--- config.mk ---
export PLATFORM = sky130hd
export DESIGN_NAME = ascii_scanner_flat
export DESIGN_NICKNAME = d
export VERILOG_FILES = /design/src/rtl/ascii_scanner_pkg.sv /design/src/rtl/ascii_scanner_if.sv /design/src/rtl/ascii_scanner_bcd_shift_unit.sv /design/src/rtl/ascii_scanner.sv /design/src/flat_wrapper.sv
export SDC_FILE = /design/constraint.sdc
export NUM_CORES = 1
export LEC_CHECK = 0
export ABC_AREA = 1
export CAP_MARGIN = 10
export CORE_ASPECT_RATIO = 1.2
export CORE_MARGIN = 2
export CORE_UTILIZATION = 35
export CTS_BUF_LIST = sky130_fd_sc_hd__clkbuf_2
export CTS_CLUSTER_DIAMETER = 200
export DETAILED_ROUTE_END_ITERATION = 12
export PLACE_DENSITY = 0.53
export RECOVER_POWER = 100
export SLEW_MARGIN = 20
export SYNTH_ARGS = -nofsm -noshare
export SYNTH_HDL_FRONTEND = slang
export SYNTH_HIERARCHICAL = 1
export SYNTH_SLANG_ARGS = --single-unit
--- constraint.sdc ---
create_clock -name CLOCK_50 -period 2.74 [get_ports CLOCK_50]
set_input_delay 0.548 -clock CLOCK_50 [delete_from_list [all_inputs] [get_ports CLOCK_50]]
set_output_delay 0.548 -clock CLOCK_50 [all_outputs]
set_load 0.02 [all_outputs]
--- src/rtl/ascii_scanner_pkg.sv ---
// rtl/ascii_scanner_pkg.sv - shared state encoding and ASCII constants for the ascii_scanner slice
package ascii_pkg;

    typedef enum logic [2:0] {
        ST_IDLE,
        ST_READ,
        ST_WAIT,
        ST_LOAD,
        ST_CONVERT,
        ST_EMIT,
        ST_DONE
    } state_t;

    localparam logic [7:0] ASCII_SPACE = 8'h20;
    localparam logic [7:0] ASCII_MINUS = 8'h2D;
    localparam logic [7:0] ASCII_ZERO  = 8'h30;

endpackage

--- src/rtl/ascii_scanner_if.sv ---
// rtl/ascii_scanner_if.sv - data-memory read port and character-buffer write port bundle
interface ascii_scanner_if #(
    parameter int DATA_W = 16,
    parameter int DIGITS = 5,
    parameter int WORDS  = 32
);
    localparam int MAW = $clog2(WORDS);
    localparam int CAW = $clog2(WORDS * (DIGITS + 1));

    logic [MAW-1:0]    mem_addr;
    logic [DATA_W-1:0] mem_rdata;
    logic [CAW-1:0]    char_addr;
    logic [7:0]        char_data;
    logic              char_we;

    modport master (
        output mem_addr,
        input  mem_rdata,
        output char_addr,
        output char_data,
        output char_we
    );

    modport slave (
        input  mem_addr,
        output mem_rdata,
        input  char_addr,
        input  char_data,
        input  char_we
    );

endinterface

--- src/rtl/ascii_scanner_bcd_shift_unit.sv ---
// rtl/ascii_scanner_bcd_shift_unit.sv - multi-cycle double-dabble binary to BCD converter
module bcd_shift_unit #(
    parameter int DATA_W = 16,
    parameter int DIGITS = 5
) (
    input  logic                  CLOCK_50,
    input  logic                  reset,
    input  logic                  load,
    input  logic                  step,
    input  logic [DATA_W-1:0]     load_value,
    output logic [DIGITS*4-1:0]   digits
);

    logic [DATA_W-1:0]   bin_q, bin_d;
    logic [DIGITS*4-1:0] bcd_q, bcd_d;
    logic [DIGITS*4-1:0] adj;

    always_comb begin
        bin_d = bin_q;
        bcd_d = bcd_q;
        adj   = bcd_q;
        if (load) begin
            bin_d = load_value;
            bcd_d = '0;
        end else if (step) begin
            // Correct every digit that would overflow past 9 once doubled.
            for (int i = 0; i < DIGITS; i++) begin
                if (bcd_q[i*4 +: 4] >= 4'd5) begin
                    adj[i*4 +: 4] = bcd_q[i*4 +: 4] + 4'd3;
                end
            end
            {bcd_d, bin_d} = {adj[DIGITS*4-2:0], bin_q, 1'b0};
        end
    end

    always_ff @(posedge CLOCK_50) begin
        if (reset) begin
            bin_q <= '0;
            bcd_q <= '0;
        end else begin
            bin_q <= bin_d;
            bcd_q <= bcd_d;
        end
    end

    assign digits = bcd_q;

endmodule

--- src/rtl/ascii_scanner.sv ---
// rtl/ascii_scanner.sv - sweeps data memory, writes each word as a signed/unsigned decimal ASCII field
// Optional two's complement input handling: define ASCII_SCANNER_SIGNED_EN.
module ascii_scanner
    import ascii_pkg::*;
#(
    parameter int DATA_W = 16,
    parameter int DIGITS = 5,
    parameter int WORDS  = 32
) (
    input  logic            CLOCK_50,
    input  logic            reset,
    input  logic            start,
    output logic            busy,
    output logic            done,
    ascii_scanner_if.master bus
);

    localparam int FW = DIGITS + 1;
    localparam int IW = $clog2(WORDS);
    localparam int CW = $clog2(WORDS * FW);
    localparam int NW = $clog2(DATA_W + FW + 1);

    state_t          state_q, state_d;
    logic [IW-1:0]   index_q, index_d;
    logic [NW-1:0]   cnt_q, cnt_d;
    logic            busy_q, busy_d;
    logic            done_q, done_d;
    logic            char_we_q, char_we_d;
    logic [CW-1:0]   char_addr_q, char_addr_d;
    logic [7:0]      char_data_q, char_data_d;
    logic [IW-1:0]   mem_addr_q, mem_addr_d;

    logic [DATA_W-1:0]   load_value;
    logic [DIGITS*4-1:0] digits;
    logic [7:0]          sign_char;
    logic [3:0]          digit_sel;
    int                  pos;

`ifdef ASCII_SCANNER_SIGNED_EN
    logic neg_q, neg_d;

    // Two's complement negate; the most-negative value maps onto itself, read as unsigned.
    assign load_value = bus.mem_rdata[DATA_W-1]
                      ? ((~bus.mem_rdata) + {{(DATA_W-1){1'b0}}, 1'b1})
                      : bus.mem_rdata;
    assign sign_char  = neg_q ? ASCII_MINUS : ASCII_SPACE;

    always_comb begin
        neg_d = neg_q;
        if (state_q == ST_LOAD) begin
            neg_d = bus.mem_rdata[DATA_W-1];
        end
    end
`else
    assign load_value = bus.mem_rdata;
    assign sign_char  = ASCII_SPACE;
`endif

    bcd_shift_unit #(
        .DATA_W (DATA_W),
        .DIGITS (DIGITS)
    ) u_bcd (
        .CLOCK_50   (CLOCK_50),
        .reset      (reset),
        .load       (state_q == ST_LOAD),
        .step       (state_q == ST_CONVERT),
        .load_value (load_value),
        .digits     (digits)
    );

    always_comb begin
        state_d = state_q;
        index_d = index_q;
        cnt_d   = cnt_q;
        case (state_q)
            ST_IDLE: begin
                if (start) begin
                    state_d = ST_READ;
                    index_d = '0;
                end
            end
            ST_READ: state_d = ST_WAIT;
            ST_WAIT: state_d = ST_LOAD;
            ST_LOAD: begin
                state_d = ST_CONVERT;
                cnt_d   = '0;
            end
            ST_CONVERT: begin
                if (cnt_q == NW'(DATA_W - 1)) begin
                    state_d = ST_EMIT;
                    cnt_d   = '0;
                end else begin
                    cnt_d = cnt_q + 1'b1;
                end
            end
            ST_EMIT: begin
                if (cnt_q == NW'(DIGITS)) begin
                    if (index_q == IW'(WORDS - 1)) begin
                        state_d = ST_DONE;
                    end else begin
                        index_d = index_q + 1'b1;
                        state_d = ST_READ;
                    end
                end else begin
                    cnt_d = cnt_q + 1'b1;
                end
            end
            ST_DONE: state_d = ST_IDLE;
            default: state_d = ST_IDLE;
        endcase

        // Outputs are derived from the next state so they line up with it once registered.
        busy_d      = (state_d != ST_IDLE);
        done_d      = (state_d == ST_DONE);
        char_we_d   = (state_d == ST_EMIT);
        mem_addr_d  = index_d;
        char_addr_d = '0;
        char_data_d = '0;
        digit_sel   = '0;
        pos         = int'(cnt_d);
        if (char_we_d) begin
            char_addr_d = CW'(int'(index_d) * FW + pos);
            if (pos == 0) begin
                char_data_d = sign_char;
            end else begin
                if (pos <= DIGITS) begin
                    digit_sel = digits[(DIGITS - pos)*4 +: 4];
                end
                char_data_d = ASCII_ZERO + {4'b0000, digit_sel};
            end
        end
    end

    always_ff @(posedge CLOCK_50) begin
        if (reset) begin
            state_q     <= ST_IDLE;
            index_q     <= '0;
            cnt_q       <= '0;
            busy_q      <= 1'b0;
            done_q      <= 1'b0;
            char_we_q   <= 1'b0;
            char_addr_q <= '0;
            char_data_q <= '0;
            mem_addr_q  <= '0;
`ifdef ASCII_SCANNER_SIGNED_EN
            neg_q       <= 1'b0;
`endif
        end else begin
            state_q     <= state_d;
            index_q     <= index_d;
            cnt_q       <= cnt_d;
            busy_q      <= busy_d;
            done_q      <= done_d;
            char_we_q   <= char_we_d;
            char_addr_q <= char_addr_d;
            char_data_q <= char_data_d;
            mem_addr_q  <= mem_addr_d;
`ifdef ASCII_SCANNER_SIGNED_EN
            neg_q       <= neg_d;
`endif
        end
    end

    assign busy          = busy_q;
    assign done          = done_q;
    assign bus.mem_addr  = mem_addr_q;
    assign bus.char_we   = char_we_q;
    assign bus.char_addr = char_addr_q;
    assign bus.char_data = char_data_q;

endmodule

--- src/flat_wrapper.sv ---
// flat-port wrapper written by rule: the top's interface ports become plain ports
module ascii_scanner_flat import ascii_pkg::*;
#(
    parameter int DATA_W = 16,
    parameter int DIGITS = 5,
    parameter int WORDS  = 32
)
  (CLOCK_50, reset, start, busy, done, bus_mem_addr, bus_mem_rdata, bus_char_addr, bus_char_data, bus_char_we);
  ascii_scanner_if #(.DATA_W(DATA_W), .DIGITS(DIGITS), .WORDS(WORDS)) bus_i ();
  input  logic CLOCK_50;
  input  logic reset;
  input  logic start;
  output logic busy;
  output logic done;
  output wire logic [$bits(bus_i.mem_addr)-1:0] bus_mem_addr;
  input wire logic [$bits(bus_i.mem_rdata)-1:0] bus_mem_rdata;
  output wire logic [$bits(bus_i.char_addr)-1:0] bus_char_addr;
  output wire logic [$bits(bus_i.char_data)-1:0] bus_char_data;
  output wire logic [$bits(bus_i.char_we)-1:0] bus_char_we;
  assign bus_mem_addr = bus_i.mem_addr;
  assign bus_i.mem_rdata = bus_mem_rdata;
  assign bus_char_addr = bus_i.char_addr;
  assign bus_char_data = bus_i.char_data;
  assign bus_char_we = bus_i.char_we;
  ascii_scanner #(.DATA_W(DATA_W), .DIGITS(DIGITS), .WORDS(WORDS)) u_core (.CLOCK_50(CLOCK_50), .reset(reset), .start(start), .busy(busy), .done(done), .bus(bus_i));
endmodule
# Word level (Yosys, flattened, before mapping)
# Cells that the tools add are included.
totals:
  register_bits: 67
  out_inout_bits: 24
op_classes:
  add_sub_neg: 10
  mul: 1
  n_reduce_logical: 7
  bitwise_logic: 1
  order_cmp: 6
  n_mux: 23
  shift: 1
  eq_ne: 10
op_table:
  columns: ["cell", "count"]
  rows:
  - ["$mux W16", 2]
  - ["$mux W4", 7]
  - ["$mux W5", 5]
  - ["$ge A4 B3 Y1 const B", 5]
  - ["$shiftx A20 B8 Y4", 1]
  - ["$pmux W3 S6", 1]
  - ["$add A4 B2 Y4 const B", 4]
  - ["$mux W3", 5]
  - ["$pmux W5 S3", 1]
  - ["$eq A3 B3 Y1 const B", 4]
  - ["$add A5 B1 Y5 const B", 2]
  - ["$pmux W5 S2", 1]
  - ["$add A8 B6 Y8", 1]
  - ["$add A6 B4 Y7 const A", 1]
  - ["$mul A5 B2 Y7 const B", 1]
  - ["$eq A3 B2 Y1 const B", 2]
  - ["$mux W6", 1]
  - ["$sub A3 B5 Y6 const A", 1]
  - ["$eq A5 B3 Y1 const B", 1]
  - ["$eq A5 B4 Y1 const B", 1]
  - ["$eq A5 B5 Y1 const B", 1]
  - ["$le A5 B3 Y1 const B", 1]
  - ["$logic_not A5 Y1", 1]
  - ["$reduce_or A2 Y1", 2]
  - ["other kinds (7)", 7]

# Logic depth before layout (Yosys ltp)
depth:
  word_depth: 10
  ltp_mapped: 20
  depth_no_buf: 20

# Cells and area by module
# Netlist, hierarchy kept.
modules_own_cells:
  columns: ["module", "n_inst", "cells_per_inst", "area_per_inst_um2"]
  rows:
  - ["bcd_shift_unit", 1, 272, 2035.7]
  - ["ascii_scanner", 1, 285, 1974.4]

# Worst setup path after synthesis
# Ideal clock, no wire load.
synth_timing:
  path_type: "register to register"
  startpoint: "register u_core/bus.mem_addr[0] (netlist name)"
  endpoint: "register u_core.char_addr_q[7], in the netlist u_core/bus.char_addr[7]"
  slack_ps: -417
  stages_incl_launch_ff: 20
  required_ps: 2623
  t_arrival_ps: 3040
  period_less_slack_ps: 3157
  path_cell_list: "dfxtp_1 -> ha_1 -> nand2_1 -> nor2_1 -> nand2_1 -> a21oi_2 -> inv_1 -> nand2_1 -> a22o_1 -> ha_1 -> fa_1 -> ha_1 -> inv_1 -> nor2_1 -> o21a_1 -> nor2_1 -> nor2_1 -> nand2_1 -> o21ai_0 -> nor2_1"
synth_rtl:
  columns: ["item", "line", "rtl"]
  rows:
  - ["end signal, assigned", "ascii_scanner.sv:155", "char_addr_q <= char_addr_d;"]
  - ["end, declared", "ascii_scanner.sv:29", "logic [CW-1:0] char_addr_q, char_addr_d;"]

==> results_tabular.tex <==
\begin{tabular}{lr}
\hline
Metric & Value \\
\hline
\multicolumn{2}{l}{\textbf{Drt}} \\
Initial DRT Pass Iterations & 5 \\
Routed wirelength normalized by instance count & 11.0 microns \\
Routed wire length & 8940 microns \\
Initial drt markers & about 170 \\
Per-cell via count in the routed design & between 4 and 5 \\
DRC Markers & 0 \\
Remaining number of nets flagged by the antenna check after routing & 0 \\
Via count & 3,727 \\
\multicolumn{2}{l}{\textbf{Floorplanning}} \\
Placeable Area & between 10,000 and 15,000 sq um \\
Starting utilization of the core area & 36.2\% \\
Die outline width & 102 microns \\
Top-level port count & 43 \\
Chip Height & 121 microns \\
Area of the die & 12,300 sq um \\
Std cell rows & 42 \\
\multicolumn{2}{l}{\textbf{Synth}} \\
Fraction of synthesized cell area taken by the top area cell type & 32.9\% \\
Register area share after synthesis & 32.9\% \\
Average footprint of a synthesized cell & about 7.2 sq um \\
Post-synth cell types & 46 \\
Synth Register Bits & 66 \\
Top area cells in the synthesized netlist & dfxtp\_1 (33\%), nand2\_1 (11\%), inv\_1 (8.0\%) \\
Cell Area, Synth & 4010 sq um \\
Cell type with the largest total area after synthesis & dfxtp\_1 \\
Cell count after synthesis & between 500 and 600 \\
Warnings from Yosys & 6 \\
\multicolumn{2}{l}{\textbf{STA}} \\
Final hold viol count & 0 \\
Fin. max-slew vios & 0 \\
Crit share post-route & 104\% \\
Shortest clock period the worst path allows after layout & about 2.9 ns \\
RSZ-0062 raised after global routing & true \\
Min setup slack post-route & -0.111 ns \\
Final setup vio count & 3 \\
Upper clock frequency limit & 0.351 GHz \\
Worst slew pin tran & 1.02 ns \\
Max transition margin & 31.9\% \\
Post-route clock skew & 0.0243 ns \\
\multicolumn{2}{l}{\textbf{Worst setup path}} \\
Max incr delay on CP & 0.45 ns \\
Top cell by count, worst path & ha\_4 \\
Ordered list of cells on the worst path & ha\_4 > nand2\_4 > nor2\_4 > nand2\_2 > a21oi\_2 > inv\_1 > nand2\_1 > a22o\_1 > ha\_4 > fa\_2 > ha\_4 > inv\_4 > nor2\_4 > o21a\_1 > nor2\_2 > nor2\_2 > nand2\_1 > o21ai\_2 > nor2\_1 \\
Register-to-register path setup slack & -0.11 ns \\
Largest fanout on the critical path & 3 \\
Number of stages on the worst setup path & 19 \\
Worst Path Class, Setup & register to register \\
Kind of launch point of the worst setup path & register \\
CP max stage cell & fa\_2 \\
Worst reg2reg path startpoint & u\_core/bus.mem\_addr[0] \\
Setup crit end kind & register \\
Cell count of the worst reg-to-reg path & 19 \\
Required time at the endpoint of the critical path & 3.14 ns \\
Crit path buffers/inverters & 2 \\
Signal arrival time at the worst endpoint & 3.25 ns \\
CP endpoint & u\_core/bus.char\_addr[7] \\
Critical Path Source & u\_core/bus.mem\_addr[0] \\
Cell type group with the largest total delay on the critical path & adder cells \\
Capture instance of the worst register-to-register path & u\_core/bus.char\_addr[7] \\
\multicolumn{2}{l}{\textbf{Layout}} \\
Utilization after layout & 45.7\% \\
Diode insertion count for antenna repair & 0 \\
Most common cell after layout, fill and taps aside & nand2\_1 \\
Share of cells above drive strength 1 & 20.4\% \\
Final nets & $\sim$700 \\
Synth-to-Final Area Change & 26.2\% \\
Fill cell instance count of the final layout & 1,140 \\
Commonest cells after routing, fill and taps aside & nand2\_1 (112), inv\_1 (83), dfxtp\_1 (62) \\
Post-route non-filler standard cell count & 810 \\
\multicolumn{2}{l}{\textbf{Power and ir drop}} \\
Power density of the placed cells & 347 nW/um\^{}2 \\
Fraction of power consumed by sequential logic & between 50 and 60\% \\
Post-route total power & 1.76 mW \\
Int Pwr & 1.23 mW \\
Net Switching & 0.529 mW \\
Power share of the clock group & a little over a quarter \\
Static leakage power & 2.38 nW \\
Gate power share & 15.6\% \\
Net Sw Frac & 30.1\% \\
Max VDD drop & 0.161 mV \\
\multicolumn{2}{l}{\textbf{Clock network}} \\
Clock latency on the worst-skew pair & 0.49 ns \\
Clock transition at path regs & 0.17 ns \\
Number of clock sinks seen by CTS & 66 \\
Clock tree from TritonCTS & built \\
Worst-case clock buffer depth & 2 \\
H-Tree Depth & 3 \\
Number of buffers inserted during clock tree synthesis & 9 \\
Root cell of the clock tree & clkbuf\_2 \\
Count of hold buffers inserted by post-cts repair & 0 \\
\multicolumn{2}{l}{\textbf{Global route}} \\
Total global routing track utilization & roughly 16\% \\
Initial antenna violation count & 0 \\
Largest net degree at the start of global routing & 32 \\
Global-route wire length before repair & 15,800 microns \\
Final global-route overflow total & 0 \\
Via count of the first global-routing pass & 3,552 \\
\multicolumn{2}{l}{\textbf{Status}} \\
Violated checks & setup timing \\
Result of the run & finished, violations left \\
\multicolumn{2}{l}{\textbf{Placed design}} \\
Port buffer count & 40 \\
Pre-CTS setup slack & -0.558 ns \\
Weighted congestion reported at the end of routability-driven placement & 0.841 \\
Final HPWL from detailed placement & 6790 microns \\
Placed instance count & 787 \\
\multicolumn{2}{l}{\textbf{Min path}} \\
Path class of the lowest-slack min-delay path & register to register \\
\multicolumn{2}{l}{\textbf{Flow run}} \\
\# Max-Cap Violations & 0 \\
\hline
\end{tabular}
Yosys cell counts, drive strengths merged:
library cell	n
nand2	126
inv	94
nor2	69
dfxtp	66
nand3	58
a21oi	36
ha	25
o21ai	18
nor3	17
buf	15
o221ai	14
xnor2	3
xor2	3
fa	2
a211oi	1
a21boi	1
a21o	1
a22o	1
a22oi	1
a31oi	1
clkbuf	1
conb	1
nand4	1
o21a	1
o21bai	1
flip-flops by register name (all words and copies together) (netlist names):
register              count
u_core/bus.char_addr      8
u_core/bus.char_data      6
u_core/bus.char_we        1
u_core/bus.mem_addr       5
u_core/busy               1
u_core/cnt_q              5
u_core/done               1
u_core/state_q            3
u_core/u_bcd/bin_q       16
u_core/u_bcd/digits      20
power groups by stage:
| stage | Clock, mW | Combinational (mW) | Sequential [mW] |
|---|---|---|---|
| after detailed placement | 0 | 0.286 | 1.04 |
| after global routing | 0.540 | 0.310 | 1.03 |
| after floorplan | 0 | 0.187 | 1.05 |
| after CTS | 0.493 | 0.288 | 1.02 |
| after global placement | 0 | 0.283 | 1.04 |
| final | 0.460 | 0.274 | 1.02 |
cells by family (layout without fill, tap and decap cells):
family                     count (synthesis)  in the layout  synth area share (%)
adders and majority gates                 27             27                  8.80
xor gates and xnor gates                   6              6                  1.31
buffers and inverters                    110            208                  12.7
AOI/OAI and AO/OA                         76             76                  12.9
DFF                                       66             66                  32.9
and+or+nand+nor                          271            271                  31.2
other                                      1              2                0.0935
stage by stage:
| step | setup TNS [ns] | hold WS, ns | area, sq um |
|---|---|---|---|
| 2_1_floorplan | -0.538 | 0.453 | 4050 |
| 3_3_place_gp | -1.78 | 0.475 | 4890 |
| 3_5_place_dp | -1.84 | 0.480 | 4890 |
| 4_1_cts | -0.238 | 0.506 | 5050 |
| 5_1_grt | -5.10 | 0.524 | 5060 |
| 6_report | -0.183 | 0.506 | 5060 |
routing by layer:
| metal | share of wire (%) | track usage (%) |
|---|---|---|
| met1 | 44 | 19.1 |
| met2 | 52 | 28.0 |
| met3 | 2.6 | 3.69 |
| met4 | 1.2 | 4.90 |
| met5 | 0 | 0 |
how the worst min path moves through the flow:
| stage | from | to | slack [ns] | cells after the start |
|---|---|---|---|---|
| after detailed placement | u_core/u_bcd/digits[19] | u_core/bus.char_data[3] | 0.48 | 2 |
| final | u_core/u_bcd/digits[11] | u_core/u_bcd/digits[11] | 0.51 | 2 |
| after global placement | u_core/u_bcd/bin_q[1] | u_core/u_bcd/bin_q[2] | 0.48 | 2 |
| after CTS | u_core/u_bcd/digits[19] | u_core/bus.char_data[3] | 0.51 | 2 |
| after floorplan | u_core/u_bcd/digits[19] | u_core/bus.char_data[3] | 0.45 | 2 |
| after global routing | u_core/u_bcd/digits[17] | u_core/bus.char_data[1] | 0.52 | 2 |
area by class of cell:
class	instances	area (sq um)	share of cell area, %
well taps	154	193	3.81
clock buffers	11	55.1	1.09
clock inverters	5	21.3	0.420
repair buffers	98	840	16.6
multi-input cells	382	2250	44.5
inverters	94	369	7.29
flip-flops and latches	66	1330	26.3
worst min-delay path: stages, from the launching register on:
cell     delay, ns
dfxtp_1       0.37
nand2_1       0.07
a21oi_1       0.05
timing repair:
action,CTS,global route
gates resized for setup,18,6
setup endpoints to repair,4,5
endpoints found under the hold margin,0,0
pin swaps,17,5
setup buffers,3,4
Note: power is estimated with default switching activity, not from simulation.
